**src/rtl/repeat_signal_generator.sv**
```systemverilog
// repeat_signal_generator: turns a coordinate token stream into repeat (R) tokens; stop/done forwarded, stops offset by stop_lvl.
// Define REPSIG_COUNT_EN to add rep_count (R tokens emitted since the last done token, flush or reset).
module repeat_signal_generator #(
    parameter int FIFO_DEPTH = 2
) (
    input  logic        clk,
    input  logic        rst_n,
    input  logic        clk_en,
    input  logic        flush,
    input  logic        tile_en,
    input  logic [15:0] stop_lvl,
    input  logic [16:0] base_data_in,
    input  logic        base_data_in_valid,
    output logic        base_data_in_ready,
    output logic [16:0] repsig_data_out,
    output logic        repsig_data_out_valid,
    input  logic        repsig_data_out_ready
`ifdef REPSIG_COUNT_EN
    ,
    output logic [15:0] rep_count
`endif
);
    localparam int AW = (FIFO_DEPTH > 1) ? $clog2(FIFO_DEPTH) : 1;
    localparam logic [AW:0] FULL = (AW+1)'(FIFO_DEPTH);
    typedef enum logic [1:0] {START, PASS, DONE} state_t;
    state_t        r_state;
    logic [16:0]   r_in_mem  [FIFO_DEPTH];
    logic [16:0]   r_out_mem [FIFO_DEPTH];
    logic [AW-1:0] r_in_wr, r_in_rd, r_out_wr, r_out_rd;
    logic [AW:0]   r_in_cnt, r_out_cnt;
    logic          w_in_full, w_in_empty, w_out_full, w_out_empty;
    logic          w_in_push, w_out_pop, w_xfer;
    logic [16:0]   w_head, w_tok;
    logic          w_head_data, w_head_stop, w_head_done;
    logic          w_unused_stop_lvl;

    assign w_in_full   = r_in_cnt == FULL;
    assign w_in_empty  = r_in_cnt == '0;
    assign w_out_full  = r_out_cnt == FULL;
    assign w_out_empty = r_out_cnt == '0;

    assign base_data_in_ready    = rst_n & tile_en & ~w_in_full;
    assign repsig_data_out_valid = tile_en & ~w_out_empty;
    assign repsig_data_out       = w_out_empty ? 17'h0 : r_out_mem[r_out_rd];

    // The output FIFO may take a new token on a full edge if its head leaves on that same edge.
    assign w_in_push = clk_en & ~flush & base_data_in_valid & base_data_in_ready;
    assign w_out_pop = clk_en & ~flush & repsig_data_out_valid & repsig_data_out_ready;
    assign w_xfer    = clk_en & ~flush & tile_en & ~w_in_empty & (~w_out_full | w_out_pop);

    assign w_head      = r_in_mem[r_in_rd];
    assign w_head_data = ~w_head[16];
    assign w_head_stop = w_head[16] & (w_head[9:8] == 2'b00);
    assign w_head_done = w_head[16] & (w_head[9:8] == 2'b01);
    assign w_tok       = w_head_data ? 17'h00001 :
                         w_head_stop ? {1'b1, w_head[15:8], w_head[7:0] + stop_lvl[7:0]} : w_head;

    assign w_unused_stop_lvl = ^stop_lvl[15:8];

    always_ff @(posedge clk) begin
        if (w_in_push) r_in_mem[r_in_wr] <= base_data_in;
        if (w_xfer) r_out_mem[r_out_wr] <= w_tok;
    end

    always_ff @(posedge clk or negedge rst_n) begin
        if (!rst_n) begin
            r_state   <= START;
            r_in_wr   <= '0;
            r_in_rd   <= '0;
            r_in_cnt  <= '0;
            r_out_wr  <= '0;
            r_out_rd  <= '0;
            r_out_cnt <= '0;
        end else if (clk_en) begin
            if (flush) begin
                r_state   <= START;
                r_in_wr   <= '0;
                r_in_rd   <= '0;
                r_in_cnt  <= '0;
                r_out_wr  <= '0;
                r_out_rd  <= '0;
                r_out_cnt <= '0;
            end else begin
                r_in_wr   <= r_in_wr + AW'(w_in_push);
                r_in_rd   <= r_in_rd + AW'(w_xfer);
                r_in_cnt  <= r_in_cnt + (AW+1)'(w_in_push) - (AW+1)'(w_xfer);
                r_out_wr  <= r_out_wr + AW'(w_xfer);
                r_out_rd  <= r_out_rd + AW'(w_out_pop);
                r_out_cnt <= r_out_cnt + (AW+1)'(w_xfer) - (AW+1)'(w_out_pop);
                if (w_xfer) r_state <= w_head_done ? DONE : PASS;
                else if (r_state == DONE) r_state <= START;
            end
        end
    end

`ifdef REPSIG_COUNT_EN
    logic [15:0] r_rep_count;
    assign rep_count = r_rep_count;
    always_ff @(posedge clk or negedge rst_n) begin
        if (!rst_n) r_rep_count <= '0;
        else if (clk_en) begin
            if (flush || (w_xfer && w_head_done)) r_rep_count <= '0;
            else if (w_xfer && w_head_data && r_rep_count != 16'hFFFF) r_rep_count <= r_rep_count + 16'd1;
        end
    end
`endif
endmodule

```
**config.mk**
```make
export PLATFORM = sky130hd
export DESIGN_NAME = repeat_signal_generator
export DESIGN_NICKNAME = d
export VERILOG_FILES = /design/src/rtl/repeat_signal_generator.sv
export SDC_FILE = /design/constraint.sdc
export NUM_CORES = 1
export LEC_CHECK = 0
export CAP_MARGIN = 15
export CORE_MARGIN = 2
export CORE_UTILIZATION = 39
export DETAILED_ROUTE_END_ITERATION = 8
export PLACE_DENSITY = 0.64
export REMOVE_ABC_BUFFERS = 1
export SYNTH_ARGS = -nofsm -noshare
export SYNTH_HDL_FRONTEND = slang
export SYNTH_SLANG_ARGS = --single-unit
```
**constraint.sdc**
```tcl
create_clock -name clk -period 2.62 [get_ports clk]
set_input_delay 0.262 -clock clk [delete_from_list [all_inputs] [get_ports clk]]
set_output_delay 0.262 -clock clk [all_outputs]
set_load 0.02 [all_outputs]
```
==> results of run 1 <==
-- synthesized netlist by cell type (all sizes together) --
cell / count
a2111o: 1
a211o: 2
a211oi: 1
a21o: 1
a21oi: 10
a31oi: 1
and2: 1
and3: 3
buf: 6
clkbuf: 3
dfrtp: 8
edfxtp: 68
fa: 1
ha: 13
inv: 16
mux2: 9
mux2i: 27
nand2: 13
nand2b: 1
nand3: 6
nand3b: 2
nand4: 1
nor2: 31
nor2b: 3
nor3: 3
nor3b: 1
nor4b: 2
o211ai: 3
o21a: 4
o21ai: 4
o22ai: 5
o31ai: 1
o32a: 1
o32ai: 1
xnor2: 4
xor2: 2
-- metrics by stage --
stage / hold WS, ps / area [um^2]
final: 242 / 4370
after global routing: 238 / 4370
after CTS: 226 / 4370
after detailed placement: 587 / 4210
after global placement: 559 / 4210
after floorplan: -33.6 / 3470
-- how the worst max path moves through the flow --
stage | cells after the start | start | slack (ps) | endpoint
2_1_floorplan | 7 | r_in_rd | -120 | r_out_mem[0][7]
3_3_place_gp | 12 | clk_en | 100 | r_out_cnt[1]
3_5_place_dp | 12 | clk_en | 30 | r_out_cnt[1]
4_1_cts | 9 | r_in_rd | 70 | r_out_mem[1][6]
5_1_grt | 9 | r_in_rd | 10 | r_out_mem[1][6]
6_report | 9 | r_in_rd | 150 | r_out_mem[1][6]
-- worst reg2reg max path: cells and delay by family (launching register included) --
kind,cells,cell delay [ps]
AOI/OAI and AO/OA,3,670
adders and majority gates,2,580
buffers and inverters,1,60
DFF,1,490
muxes,1,270
and+or+nand+nor,2,250
-- routing by layer --
metal,vias up,GRT usage (%),wire [um]
met2,43,20.1,2730
met4,0,6.32,88
li1,1085,-,-
met5,-,0,0
met3,6,2.27,268
met1,974,17.4,2890
-- power by group through the flow --
stage | registers (mW) | clock network (mW) | logic, mW
6_report | 1.43 | 0.721 | 0.807
3_3_place_gp | 1.46 | 0 | 0.801
2_1_floorplan | 1.50 | 0 | 0.475
5_1_grt | 1.44 | 0.795 | 0.888
4_1_cts | 1.43 | 0.745 | 0.818
3_5_place_dp | 1.46 | 0 | 0.815
-- final cells by class --
class                   count  area (um^2)
flip-flops and latches     76         2240
clock inverters             6         31.3
fillers                   767         4350
clock buffers              10          128
repair buffers             63          598
inverters                  16         60.1
well taps                 108          135
multi-input cells         158         1170
-- flip-flops by register name, indices dropped and copies added (netlist names) --
signal     flops
r_in_cnt       2
r_in_mem      34
r_in_rd        1
r_in_wr        1
r_out_cnt      2
r_out_mem     34
r_out_rd       1
r_out_wr       1
-- logic make-up after synthesis --
family | after synthesis
buffers and inverters | 25
AOI/OAI and AO/OA | 35
xor gates and xnor gates | 6
muxes | 36
adders and majority gates | 14
and+or+nand+nor | 67
DFF | 76
-- repair_timing --
| item | CTS | global route |
|---|---|---|
| gates resized for setup | 0 | 1 |
| hold endpoints to repair | 0 | 0 |
| endpoints found under the setup margin | 0 | 4 |
| hold buffers | 0 | 0 |
==> flow_summary.toml, run 1 <==
[synth]
synth_top_area_share_pct = 58.0
synth-simple-area-share_pct = 9.00
syn_inst = 259
yosys_warnings = 0
seq_area_frac_synth_pct = 63.7
synth_compound_area_share_pct = 6.97
synthMuxAreaShare_pct = 10.7
ys_ff_latch = 76
synth_top_family_by_area = "multiplexers"
synth_fa_ha_area_share_pct = 5.19
synth_cell_types = 41
synth_area_per_cell_um2 = 13.6
synth_area_leader_cell = "edfxtp_1"
yosys-top-cells-area = "edfxtp_1 (58%), mux2i_1 (7.4%), dfrtp_1 (5.7%)"
netlist_area_mm2 = 0.00352
synthXorXnorAreaFrac_pct = 1.49

[setup_path]
r2r-start = "r_in_rd"
critPathBufInv = 1
r2r_setup_slack_ps = 150
cp-end-kind = "register"
r2r-end = "r_out_mem[1][6]"
arrival_ps = 2660
critical_path_class = "reg2reg"
r2r_cells = 9
crit_path_max_fanout = 9
cp.required_ps = 2810
crit_family = "compound AO/OA/AOI/OAI gates"
slowest_delay_ps = 490
path_cells = "mux2_2 > ha_1 > inv_1 > fa_1 > nor2b_1 > o21a_1 > o211ai_1 > a2111o_1 > nand3_1"
cp-start-kind = "register"
cp_slowest_cell = "dfrtp_2"

[die]
io_pins = 59
die_h_um = 99.0
row_count = 34
die_w_um = 99.0
core-area_mm2 = 0.00872
design.die.area_mm2 = 0.00980
start_util_pct = 40.3

[power]
power_density_mw_per_mm2 = 678
switching_power_uw = 854
seq_power_share_pct = 48.4
clkPwrFrac_pct = 24.3
power_mw = 2.96
p_leak_nw = 1.56
irDropWorstVdd_mv = 0.273
p_comb_share_pct = 27.2
switching_share_pct = 28.8
p_int_mw = 2.11

[clocking]
post-cts-setup-buffer-count = 0
cts.sinks = 76
htreeDepth = 3
clk_pin_slew_ps = 70
worstSkewPairLatency_ps = 330
cts.path.max_buffers = 2
clockRootBuffer = "clkbuf_8"
cts_buffers = 9
cts_tree = "built"

[sta]
rsz0062_at_grt = "no"
fin_setup_tns_ps = 0
hold_violations = 0
fin_skew_ps = 7.03
tightest_slew_ps = 455
finalWorstSetupSlack_ps = 147
fmax_mhz = 404
fin_crit_ps = 2470
max_slew_margin_pct = 69.6
min_period_over_period_pct = 94.4
drv_slew = 0
setup_violations = 0

[drt]
route.vias.total = 2108
drt_iter0_drc = 84
final_antenna_net_count = 0
vias_per_cell = 4.82
drt_wl_total_um = 5980
wl_per_cell_um = 13.7
first_pass_iters = 4
drc = 0

[layout]
insertedDiodeCount = 0
final_core_util_pct = 50.1
nNetsFinal = 378
area_growth_pct = 24.1
layout_common_cells = "edfxtp_1 (68), clkdlybuf4s50_1 (50), nor2_1 (31)"
layout-drive-gt1-share_pct = 12.5
final_common_cell = "edfxtp_1"
stdcell_count = 437

[status]
status = "finished, final reports clean"

[min_path]
min-delay-path-class = "in2async"

[placed_design]
port_buffers = 50
dp_hpwl_um = 4270
place_inst = 421
post-place-ws_ps = 25.3
gp_congestion = 0.819

[run]
drv_cap = 0

[global_routing]
antenna_found_initial = 0
grt_pass1_vias = 2085
grt_use_total_pct = 12.9
grt_pass1_wl_um = 9680
overflow = 0
grt_max_degree = 18
(Power assumes the default switching activity.)
==> run 2: changes to the inputs <==
--- a/config.mk
+++ b/config.mk
@@ -6,6 +6,7 @@
 export NUM_CORES = 1
 export LEC_CHECK = 0
 export CAP_MARGIN = 15
+export CORE_ASPECT_RATIO = 1.1
 export CORE_MARGIN = 2
 export CORE_UTILIZATION = 39
 export DETAILED_ROUTE_END_ITERATION = 8
==> flow_summary.toml, run 2 (synthesized netlist as in run 1, its figures left out) <==
[global_routing]
grt_pass1_wl_um = 10700
grt_max_degree = 21
grt_pass1_vias = 2252
grt_use_total_pct = 14.3
antenna_found_initial = 0
overflow = 0

[clocking]
worstSkewPairLatency_ps = 350
cts.sinks = 76
cts_hold_buf = 0
cts_buffers = 9
cts_tree = "built"
htreeDepth = 3
clk_pin_slew_ps = 80
clockRootBuffer = "clkbuf_8"
cts.path.max_buffers = 2

[layout]
insertedDiodeCount = 0
layout_common_cells = "edfxtp_1 (68), clkdlybuf4s50_1 (50), nor2_1 (31)"
stdcell_count = 446
nNetsFinal = 382
reg_top3 = "r_in_mem: 34 flops, r_out_mem: 34 flops"
layout-drive-gt1-share_pct = 13.6
area_growth_pct = 25.9
fillers = 806
final_common_cell = "edfxtp_1"

[drt]
drt_iter0_drc = 131
final_antenna_net_count = 0
route.vias.total = 2141
first_pass_iters = 4
drt_wl_total_um = 6300
vias_per_cell = 4.80
wl_per_cell_um = 14.1
drc = 0

[setup_path]
crit_path_max_fanout = 8
path_cells = "mux2_2 > ha_1 > inv_1 > fa_1 > nor2b_1 > o21a_1 > o211ai_1 > a2111o_1 > nand3_1"
cp_slowest_cell = "dfrtp_2"
slowest_delay_ps = 480
cp.required_ps = 2820
critical_path_class = "reg2reg"
cp-start-kind = "register"
cp-end-kind = "register"
arrival_ps = 2670

[power]
p_leak_nw = 1.59
clkPwrFrac_pct = 26.8
power_density_mw_per_mm2 = 702
seq_power_share_pct = 45.9
p_int_mw = 2.23
switching_share_pct = 28.2
power_mw = 3.11
p_comb_share_pct = 27.4
irDropWorstVdd_mv = 0.340
switching_power_uw = 878

[sta]
max_slew_margin_pct = 67.2
tightest_slew_ps = 493
min_period_over_period_pct = 94.2
rsz0062_at_grt = "no"
fin_skew_ps = 8.51
fin_crit_ps = 2470
setup_violations = 0
hold_violations = 0
drv_slew = 0
fmax_mhz = 405

[die]
design.die.area_mm2 = 0.00980
start_util_pct = 39.9
die_w_um = 94.6
core-area_mm2 = 0.00883
die_h_um = 104
row_count = 36
io_pins = 59

[min_path]
min-delay-path-class = "in2async"

[placed_design]
place_inst = 428
dp_hpwl_um = 4420
port_buffers = 50
gp_congestion = 0.833

[status]
status = "finished, final reports clean"

[run]
drv_cap = 0
-- run 2: per-stage QoR --
step / hold slack (ps) / area, um^2 / setup WS [ps] / utilization, % / TNS, ps
3_5_place_dp: 592 / 4220 / 41.0 / 47.8 / 0
4_1_cts: 204 / 4400 / 28.2 / 49.9 / 0
3_3_place_gp: 561 / 4220 / 109 / 47.8 / 0
2_1_floorplan: -33.6 / 3470 / -123 / - / -375
6_report: 210 / 4430 / 152 / 50.2 / 0
5_1_grt: 231 / 4430 / 9.44 / 50.2 / 0
-- run 2: routing by layer --
layer / part of all wire (%) / wire [um] / GRT usage (%) / up-vias
met5: 0 / 0 / 0 / -
met4: 1.9 / 121 / 5.90 / 0
met3: 3.7 / 236 / 3.93 / 9
met2: 48 / 3000 / 22.9 / 42
met1: 47 / 2940 / 18.3 / 998
li1: - / - / - / 1092
-- run 2: worst paths after layout --
path	startpoint	end	slack [ps]	depth (start not counted)
max	r_in_rd	r_out_mem[0][6]	150	9
min	rst_n	r_in_cnt[0]	210	2
max reg2reg	r_in_rd	r_out_mem[0][6]	150	9
min reg2reg	r_in_wr	r_in_wr	590	2
max in group asynchronous	rst_n	r_in_rd	2260	2
min in group clk	base_data_in[6]	r_in_mem[0][6]	490	1
-- run 2: worst max-delay path: cells and delay by family, from the launching register on --
| kind | cells | cell delay [ps] |
|---|---|---|
| multiplexers | 1 | 270 |
| AND/OR/NAND/NOR | 2 | 260 |
| flip-flops | 1 | 480 |
| buffers and inverters | 1 | 70 |
| AO/OA/AOI/OAI | 3 | 680 |
| adder cells (fa/ha/maj) | 2 | 570 |
-- run 2: final cells by class --
cell class	instances	area (um^2)	area share [%]
Clock inverter	5	53.8	1.22
Sequential cell	76	2240	50.7
Timing Repair Buffer	67	628	14.2
Clock buffer	10	128	2.88
Tap cell	114	143	3.22
Inverter	16	60.1	1.36
Multi-Input combinational cell	158	1170	26.5
-- run 2: power groups by stage --
stage / combinational, mW / clock [mW] / sequential (mW)
6_report: 0.852 / 0.832 / 1.43
5_1_grt: 0.938 / 0.919 / 1.43
4_1_cts: 0.836 / 0.866 / 1.43
3_5_place_dp: 0.831 / 0 / 1.46
3_3_place_gp: 0.817 / 0 / 1.45
2_1_floorplan: 0.475 / 0 / 1.50
-- run 2: what timing repair did --
action                                 4_1_cts  5_1_grt
resized for setup                            0        1
endpoints found under the hold margin        0        0
setup endpoints to repair                    0        4
setup buffers                                0        3
